## config.mk

```make
export PLATFORM = sky130hd
export DESIGN_NAME = load_writeback_unit
export DESIGN_NICKNAME = d
export VERILOG_FILES = /design/src/rtl/load_pkg.sv /design/src/rtl/load_extract.sv /design/src/rtl/load_writeback_unit.sv
export SDC_FILE = /design/constraint.sdc
export NUM_CORES = 1
export LEC_CHECK = 0
export CAP_MARGIN = 20
export CORE_ASPECT_RATIO = 1.4
export CORE_UTILIZATION = 34
export CTS_CLUSTER_SIZE = 10
export DETAILED_ROUTE_END_ITERATION = 12
export GPL_TIMING_DRIVEN = 0
export PLACE_DENSITY = 0.57
export SETUP_SLACK_MARGIN = 0.1
export SLEW_MARGIN = 0
export SYNTH_ARGS = -nofsm -noshare
export SYNTH_HDL_FRONTEND = slang
export SYNTH_SLANG_ARGS = --single-unit
export TNS_END_PERCENT = 5
```

## constraint.sdc

```tcl
create_clock -name clk -period 2.75 [get_ports clk]
set_input_delay 0.55 -clock clk [delete_from_list [all_inputs] [get_ports clk]]
set_output_delay 0.55 -clock clk [all_outputs]
set_load 0.005 [all_outputs]
```

## src/rtl/load_pkg.sv

```systemverilog
// Shared types and helpers for the load write-back unit: FSM states, load-size
// encodings and the 16-to-32 sign extension used by the lane extractor.
package load_pkg;

  typedef enum logic [1:0] {
    IDLE = 2'd0,
    ADDR = 2'd1,
    MEM  = 2'd2,
    WB   = 2'd3
  } state_t;

  localparam logic [1:0] LS_BYTE = 2'b00;
  localparam logic [1:0] LS_HALF = 2'b01;
  localparam logic [1:0] LS_WORD = 2'b10;

  function automatic logic [31:0] sext16to32(input logic [15:0] value);
    return {{16{value[15]}}, value};
  endfunction

endpackage

```

## src/rtl/load_extract.sv

```systemverilog
// Little-endian lane selection plus sign/zero extension of a 32-bit memory word.
module load_extract
  import load_pkg::*;
(
  input  logic [31:0] rdata,
  input  logic [1:0]  addr,
  input  logic [1:0]  size,
  input  logic        is_unsigned,
  output logic [31:0] ext_data
);

  logic [7:0]  lane_byte_s;
  logic [15:0] lane_half_s;

  // Pick the addressed byte/half, then extend to the full word
  always_comb begin
    lane_byte_s = 8'h00;
    lane_half_s = 16'h0000;
    ext_data    = 32'h0000_0000;

    case (addr)
      2'b00:   lane_byte_s = rdata[7:0];
      2'b01:   lane_byte_s = rdata[15:8];
      2'b10:   lane_byte_s = rdata[23:16];
      2'b11:   lane_byte_s = rdata[31:24];
      default: lane_byte_s = 8'h00;
    endcase

    if (addr[1]) begin
      lane_half_s = rdata[31:16];
    end else begin
      lane_half_s = rdata[15:0];
    end

    // Size 2'b11 falls into the word path
    case (size)
      LS_BYTE: begin
        if (is_unsigned) begin
          ext_data = {24'h00_0000, lane_byte_s};
        end else begin
          ext_data = {{24{lane_byte_s[7]}}, lane_byte_s};
        end
      end
      LS_HALF: begin
        if (is_unsigned) begin
          ext_data = {16'h0000, lane_half_s};
        end else begin
          ext_data = sext16to32(lane_half_s);
        end
      end
      default: ext_data = rdata;
    endcase
  end

endmodule

```

## src/rtl/load_writeback_unit.sv

```systemverilog
// Multi-cycle load sequencer: address generation, handshaked memory read, extraction, write-back.
// Optional macro LOAD_MISALIGN_TRAP_EN adds the misaligned-access trap and its output port.
module load_writeback_unit
  import load_pkg::*;
#(
  parameter int DATA_WIDTH = 32,
  parameter int IMM_WIDTH  = 16,
  parameter int MAX_WAIT   = 15
) (
  input  logic                  clk,
  input  logic                  reset,
  input  logic                  start,
  input  logic [DATA_WIDTH-1:0] base_data,
  input  logic [IMM_WIDTH-1:0]  imm,
  input  logic [1:0]            load_size,
  input  logic                  load_unsigned,
  input  logic [4:0]            dest_reg,
  output logic                  mem_read,
  output logic [DATA_WIDTH-1:0] mem_addr,
  input  logic [DATA_WIDTH-1:0] mem_rdata,
  input  logic                  mem_ready,
  output logic                  reg_write,
  output logic [4:0]            write_reg,
  output logic [DATA_WIDTH-1:0] write_data,
  output logic                  busy,
  output logic                  done,
  output logic                  timeout
`ifdef LOAD_MISALIGN_TRAP_EN
  ,
  output logic                  misaligned
`endif
);

  localparam int CW = $clog2(MAX_WAIT + 1);
  localparam logic [CW-1:0] WAIT_LIMIT = CW'(MAX_WAIT);

  state_t                state_r;
  logic [DATA_WIDTH-1:0] base_r;
  logic [IMM_WIDTH-1:0]  imm_r;
  logic [1:0]            size_r;
  logic                  unsigned_r;
  logic [4:0]            dest_r;
  logic [CW-1:0]         wait_cnt_r;

  logic [DATA_WIDTH-1:0] addr_s;
  logic [CW-1:0]         cnt_next_s;
  logic [31:0]           ext_s;

  assign addr_s     = base_r + {{(DATA_WIDTH-IMM_WIDTH){imm_r[IMM_WIDTH-1]}}, imm_r};
  assign cnt_next_s = wait_cnt_r + CW'(1);

  load_extract u_extract (
    .rdata       (mem_rdata),
    .addr        (mem_addr[1:0]),
    .size        (size_r),
    .is_unsigned (unsigned_r),
    .ext_data    (ext_s)
  );

`ifdef LOAD_MISALIGN_TRAP_EN
  logic misalign_s;

  // Half needs addr[0]==0, word needs addr[1:0]==0
  always_comb begin
    misalign_s = 1'b0;
    case (size_r)
      LS_BYTE: misalign_s = 1'b0;
      LS_HALF: misalign_s = addr_s[0];
      default: misalign_s = |addr_s[1:0];
    endcase
  end
`endif

  // Load sequencer FSM with all outputs registered
  always_ff @(posedge clk or negedge reset) begin
    if (!reset) begin
      state_r    <= IDLE;
      base_r     <= '0;
      imm_r      <= '0;
      size_r     <= 2'b00;
      unsigned_r <= 1'b0;
      dest_r     <= 5'd0;
      wait_cnt_r <= '0;
      mem_read   <= 1'b0;
      mem_addr   <= '0;
      reg_write  <= 1'b0;
      write_reg  <= 5'd0;
      write_data <= '0;
      busy       <= 1'b0;
      done       <= 1'b0;
      timeout    <= 1'b0;
`ifdef LOAD_MISALIGN_TRAP_EN
      misaligned <= 1'b0;
`endif
    end else begin
      case (state_r)
        IDLE: begin
          reg_write <= 1'b0;
          done      <= 1'b0;
          timeout   <= 1'b0;
`ifdef LOAD_MISALIGN_TRAP_EN
          misaligned <= 1'b0;
`endif
          if (start) begin
            base_r     <= base_data;
            imm_r      <= imm;
            size_r     <= load_size;
            unsigned_r <= load_unsigned;
            dest_r     <= dest_reg;
            busy       <= 1'b1;
            state_r    <= ADDR;
          end else begin
            state_r    <= IDLE;
          end
        end
        ADDR: begin
          mem_addr   <= addr_s;
          wait_cnt_r <= '0;
`ifdef LOAD_MISALIGN_TRAP_EN
          if (misalign_s) begin
            misaligned <= 1'b1;
            busy       <= 1'b0;
            state_r    <= IDLE;
          end else begin
            mem_read   <= 1'b1;
            state_r    <= MEM;
          end
`else
          mem_read <= 1'b1;
          state_r  <= MEM;
`endif
        end
        MEM: begin
          if (mem_ready) begin
            mem_read   <= 1'b0;
            write_data <= ext_s;
            write_reg  <= dest_r;
            reg_write  <= (dest_r != 5'd0);
            done       <= 1'b1;
            state_r    <= WB;
          end else if (cnt_next_s == WAIT_LIMIT) begin
            wait_cnt_r <= cnt_next_s;
            mem_read   <= 1'b0;
            timeout    <= 1'b1;
            busy       <= 1'b0;
            state_r    <= IDLE;
          end else begin
            wait_cnt_r <= cnt_next_s;
          end
        end
        WB: begin
          reg_write <= 1'b0;
          done      <= 1'b0;
          busy      <= 1'b0;
          state_r   <= IDLE;
        end
        default: begin
          mem_read  <= 1'b0;
          reg_write <= 1'b0;
          done      <= 1'b0;
          busy      <= 1'b0;
          state_r   <= IDLE;
        end
      endcase
    end
  end

endmodule

```

# == Yosys cells after proc, flatten, opt, wreduce, memory -nomap -nowiden ==
# Cells that the tools add are included.
# classes
addsub,2
reduce_logical,16
eq_ne,13
mux,24
# ops
op,count
32-bit 2-to-1 mux,2
32-bit case mux with 2 select lines,1
32-bit adder,1
8-bit case mux with 4 select lines,1
16-bit 2-to-1 mux,1
2-bit AND reduction,5
1-bit 2-to-1 mux,9
"2-bit equality test, second input constant",4
"2-bit inequality test, second input constant",4
1-bit case mux with 2 select lines,4
2-bit case mux with 4 select lines,1
4-bit case mux with 2 select lines,1
"2-bit by 1-bit equality test with 1-bit output, second input constant",3
2-bit logical NOT,3
2-bit nonzero test,3
5-bit nonzero test,1
"4-bit by 1-bit adder with 4-bit output, second input constant",1
"4-bit equality test, second input constant",1
2-bit 2-to-1 mux,2
4-bit 2-to-1 mux,1
4-bit AND reduction,1
"3-bit inequality test, second input constant",1
1-bit case mux with 3 select lines,1
3-bit AND reduction,1
other kinds (2),2
# totals
out_inout_bits,74
regBits,136
elab_cells,70
input_bits,92

# == Depth between registers and ports, before layout ==
# depth
depth_word,5
mapped_depth,9
ltp_nobuf,8

# == Cells and area by module ==
# Synthesis repeated with hierarchy kept, for this count alone.
# hier_totals
cells_unflattened,747
hier_area_um2,8194.1
# modules_own_cells
module,n_inst,cells_per_inst,area_per_inst_um2
load_writeback_unit,1,614,7210.7
load_extract,1,133,983.4

# == Worst setup path after synthesis ==
# Ideal clock, no wire load.
# synth_path
path_type,register -> register
from,register imm_r[15]
to,register mem_addr[28]
path_stages_with_launch,9
slack_ns,0.095
arrival_ns,2.569
path_buffers,1
setup_time_ns,0.087
cell_sequence,dfrtp_1 > ha_1 > buf_4 > nand4_1 > or2_2 > or4_1 > and3_4 > a2111o_1 > o211ai_1
# synth_via
elab_chain_cells,1
# synth_lines
element,line,source
from (decl),load_writeback_unit.sv:39,logic [IMM_WIDTH-1:0] imm_r;
from (signal assigned),load_writeback_unit.sv:106,imm_r <= imm;
32-bit adder,load_writeback_unit.sv:49,"assign addr_s = base_r + {{(DATA_WIDTH-IMM_WIDTH){imm_r[IMM_WIDTH-1]}}, imm_r};"
to (signal assigned),load_writeback_unit.sv:117,mem_addr <= addr_s;
to (decl),load_writeback_unit.sv:19,"output logic [DATA_WIDTH-1:0] mem_addr,"
# Every way passes these cells.
# A chain may end at the register's enable or synchronous reset.

# == Worst setup path in the final report ==
# layout_path
from,register imm_r[15]
to,register mem_addr[29]
# Same word-level chain as after synthesis.

==> flow_summary_export.csv <==
group,metric,value,unit
grt,gr-total-overflow,0,
placement,gp_congestion,0.890,
yosys,syn-cell-area,7690,um^2
power,power_density,1440,nW/um^2
timing,relSlewSlack,32.7,%
clocking,cts_buffer_depth,2,
critical_path,cp-start-kind,"register",
clocking,root_buffer,"clkbuf_16",
clocking,cts_tree,"built",
critical_path,cp.arrival,2990,ps
finish,insertedDiodeCount,0,
timing,grt_setup_unrepaired,"yes",
routing,drt_iter0_markers,329,
finish,layout-drive-gt1-share,17.4,%
critical_path,endpoint_kind,"register",
grt,grt_pass1_wl,35700,um
finish,fill_cells,2091,
yosys,synth_cells,787,
yosys,yosysMostFrequentCell,"dfrtp_1",
power,finalPower,15.4,mW
yosys,synth-warning-count,0,
floorplanning,initial_core_util,34.9,%
routing,route.vias.total,6725,
yosys,ys_seq_elements,136,
power,ir_worst_vdd,0.000548,V
timing,setup_violations,0,
finish,reg.largest.list,"base_r x32, mem_addr x32, write_data x32",
routing,finalWirelength,23300,um
yosys,ys.flop_type,"dfrtp_1",
clocking,clkLatencyLatePin,430,ps
grt,grt_pass1_vias,6701,
clocking,cts.sinks,136,
critical_path,crit_fanout,7,
floorplanning,die_w,129,um
floorplanning,die_h,180,um
yosys,ys_async_sr_fraction,100,%
clocking,cts-buffers-inserted,17,
routing,drt.antenna.violating_nets,0,
timing,layout_setup_ws,107,ps
yosys,synthesis.nets,918,
routing,wl_per_cell,17.9,um
clocking,ctsHtreeMaxLevel,4,
yosys,synthDistinctLibCells,63,
finish,final_util,48.6,%
grt,grtUsageTotal,20.3,%
placement,postPlaceCellArea,9740,um^2
timing,clock_skew,10.2,ps
yosys,synth_top_area_share,44.3,%
yosys,synth_edf_count,0,
timing,fin_crit_sh,96.1,%
power,static-leakage-power,4.45,nW
placement,dp_slack,-280,ps
timing,fin_tns_setup,0,ps
timing,drv_slew,0,
finish,area_growth,39.3,%
clocking,path_clk_slew,70,ps
floorplanning,core_area,22000,um^2
routing,viasPerCell,5.17,
timing,max_freq,0.378,GHz
timing,worstMarginPinSlew,1010,ps
finish,final_nets,1122,
placement,dp.final_hpwl,17400,um
yosys,ys_seq_area_share,44.3,%
yosys,yosys-top-cells-area,"dfrtp_1 (44%), mux2_2 (10%), ha_1 (6.2%)",
hold_path,hold_class,"in2async",
grt,grt_max_degree,71,
floorplanning,die-area,23200,um^2
routing,drt_pass1_iterations,5,
critical_path,crit_required,3100,ps
yosys,avgSynthCellArea,9.77,um^2
placement,numPortBuffers,165,
routing,route.detailed.drc,0,
job,max_cap_violations,0,
timing,min_period,2640,ps
finish,final_area,10700,um^2
yosys,synth_top_area_cell,"dfrtp_1",
timing,hold_violations,0,
finish,multi_input_area,4200,um^2
finish,ff_latch_area,3410,um^2
floorplanning,io_pins,166,
critical_path,worstSetupPathType,"reg2reg",
floorplanning,std_cell_rows,64,
yosys,yosys-top-cells-count,"dfrtp_1 (136), nand2_1 (101), mux2_2 (70), a21oi_1 (64), nor2_1 (59)",
grt,antenna_found_initial,0,
clocking,holdBufCountCts,0,
outcome,status,"finished clean",
what timing repair did:
action,4_1_cts,5_1_grt
setup endpoints to repair,19,48
resized for setup,16,34
pin swaps,5,11
buffers inserted,2,20
report_power, final:
group	switching, mW	leakage, nW	internal (mW)	total [mW]
Combinational	4.79	2.56	4.62	9.41
Clock	0.980	0.276	1.32	2.30
Sequential	0.702	1.61	3.02	3.72
stage by stage:
stage,instances,hold WS [ps]
final,1301,122
after global routing,1301,177
after CTS,1281,150
after detailed placement,1250,470
after global placement,1249,465
after floorplan,787,254
cells by family (layout without fill, tap and decap cells):
family	count (synthesis)	after routing	synth area share, %
xor gates and xnor gates	22	22	2.51
and+or+nand+nor	244	244	14.5
DFF	136	136	44.3
muxes	74	74	10.8
adders and majority gates	39	39	6.45
AOI/OAI and AO/OA	217	217	18.2
buffers and inverters	55	272	3.29
critical path: stages, from the launching register on:
cell and delay (ps):
dfrtp_4 490, buf_6 160, buf_6 150, ha_4 290, nand4_1 190, nor4_2 360
o211ai_1 180, and4_1 240, or3_1 340, a31oi_1 160
cell type report:
type | count | share of cell area (%)
plain buffers | 40 | 2.21
clock buffers | 19 | 4.23
clock inverters | 13 | 1.24
inverters | 12 | 0.421
multi-input cells | 596 | 39.2
flip-flops and latches | 136 | 31.8
well taps | 297 | 3.47
repair buffers | 188 | 17.4
placed cells by master (no fill, tap or decap), types with 5 or more instances in the layout:
cell type	count
nand3_1	19
nor3_1	14
a21oi_1	64
nand4_1	8
o211ai_1	6
o22ai_1	10
a22oi_1	13
clkdlybuf4s50_1	164
buf_4	21
nand2_1	101
mux2_2	70
buf_6	12
xor2_1	9
nor2_1	59
and3_1	5
dfrtp_1	135
nor2b_1	6
a211oi_1	7
a31oi_1	11
ha_4	9
clkbuf_16	17
ha_1	27
a21o_1	20
o31ai_1	5
o21ai_0	35
inv_1	12
inv_6	7
xnor2_1	13
o21a_1	6
clkbuf_1	26
per-layer routing:
metal / up-vias / routed length, um / global-route usage, %
met2: 196 / 11800 / 35.5
met1: 3201 / 9220 / 22.7
li1: 3280 / - / -
met4: 0 / 918 / 9.27
met3: 48 / 1330 / 5.27
met5: - / 0 / 0
worst paths after layout:
kind | from | endpoint | slack [ps] | depth (start not counted)
max in group asynchronous | reset | mem_addr[19]$_DFFE_PN0P_ | 1850 | 2
worst min-delay path | reset | mem_addr[24]$_DFFE_PN0P_ | 120 | 1
worst max-delay path | imm_r[15]$_DFFE_PN0P_ | mem_addr[29]$_DFFE_PN0P_ | 110 | 9
min in group clk | write_data[1]$_DFFE_PN0P_ | write_data[1]$_DFFE_PN0P_ | 480 | 2
worst min register to register | write_data[1]$_DFFE_PN0P_ | write_data[1]$_DFFE_PN0P_ | 480 | 2
worst max register to register | imm_r[15]$_DFFE_PN0P_ | mem_addr[29]$_DFFE_PN0P_ | 110 | 9
Note: power is estimated with default switching activity, not from simulation.
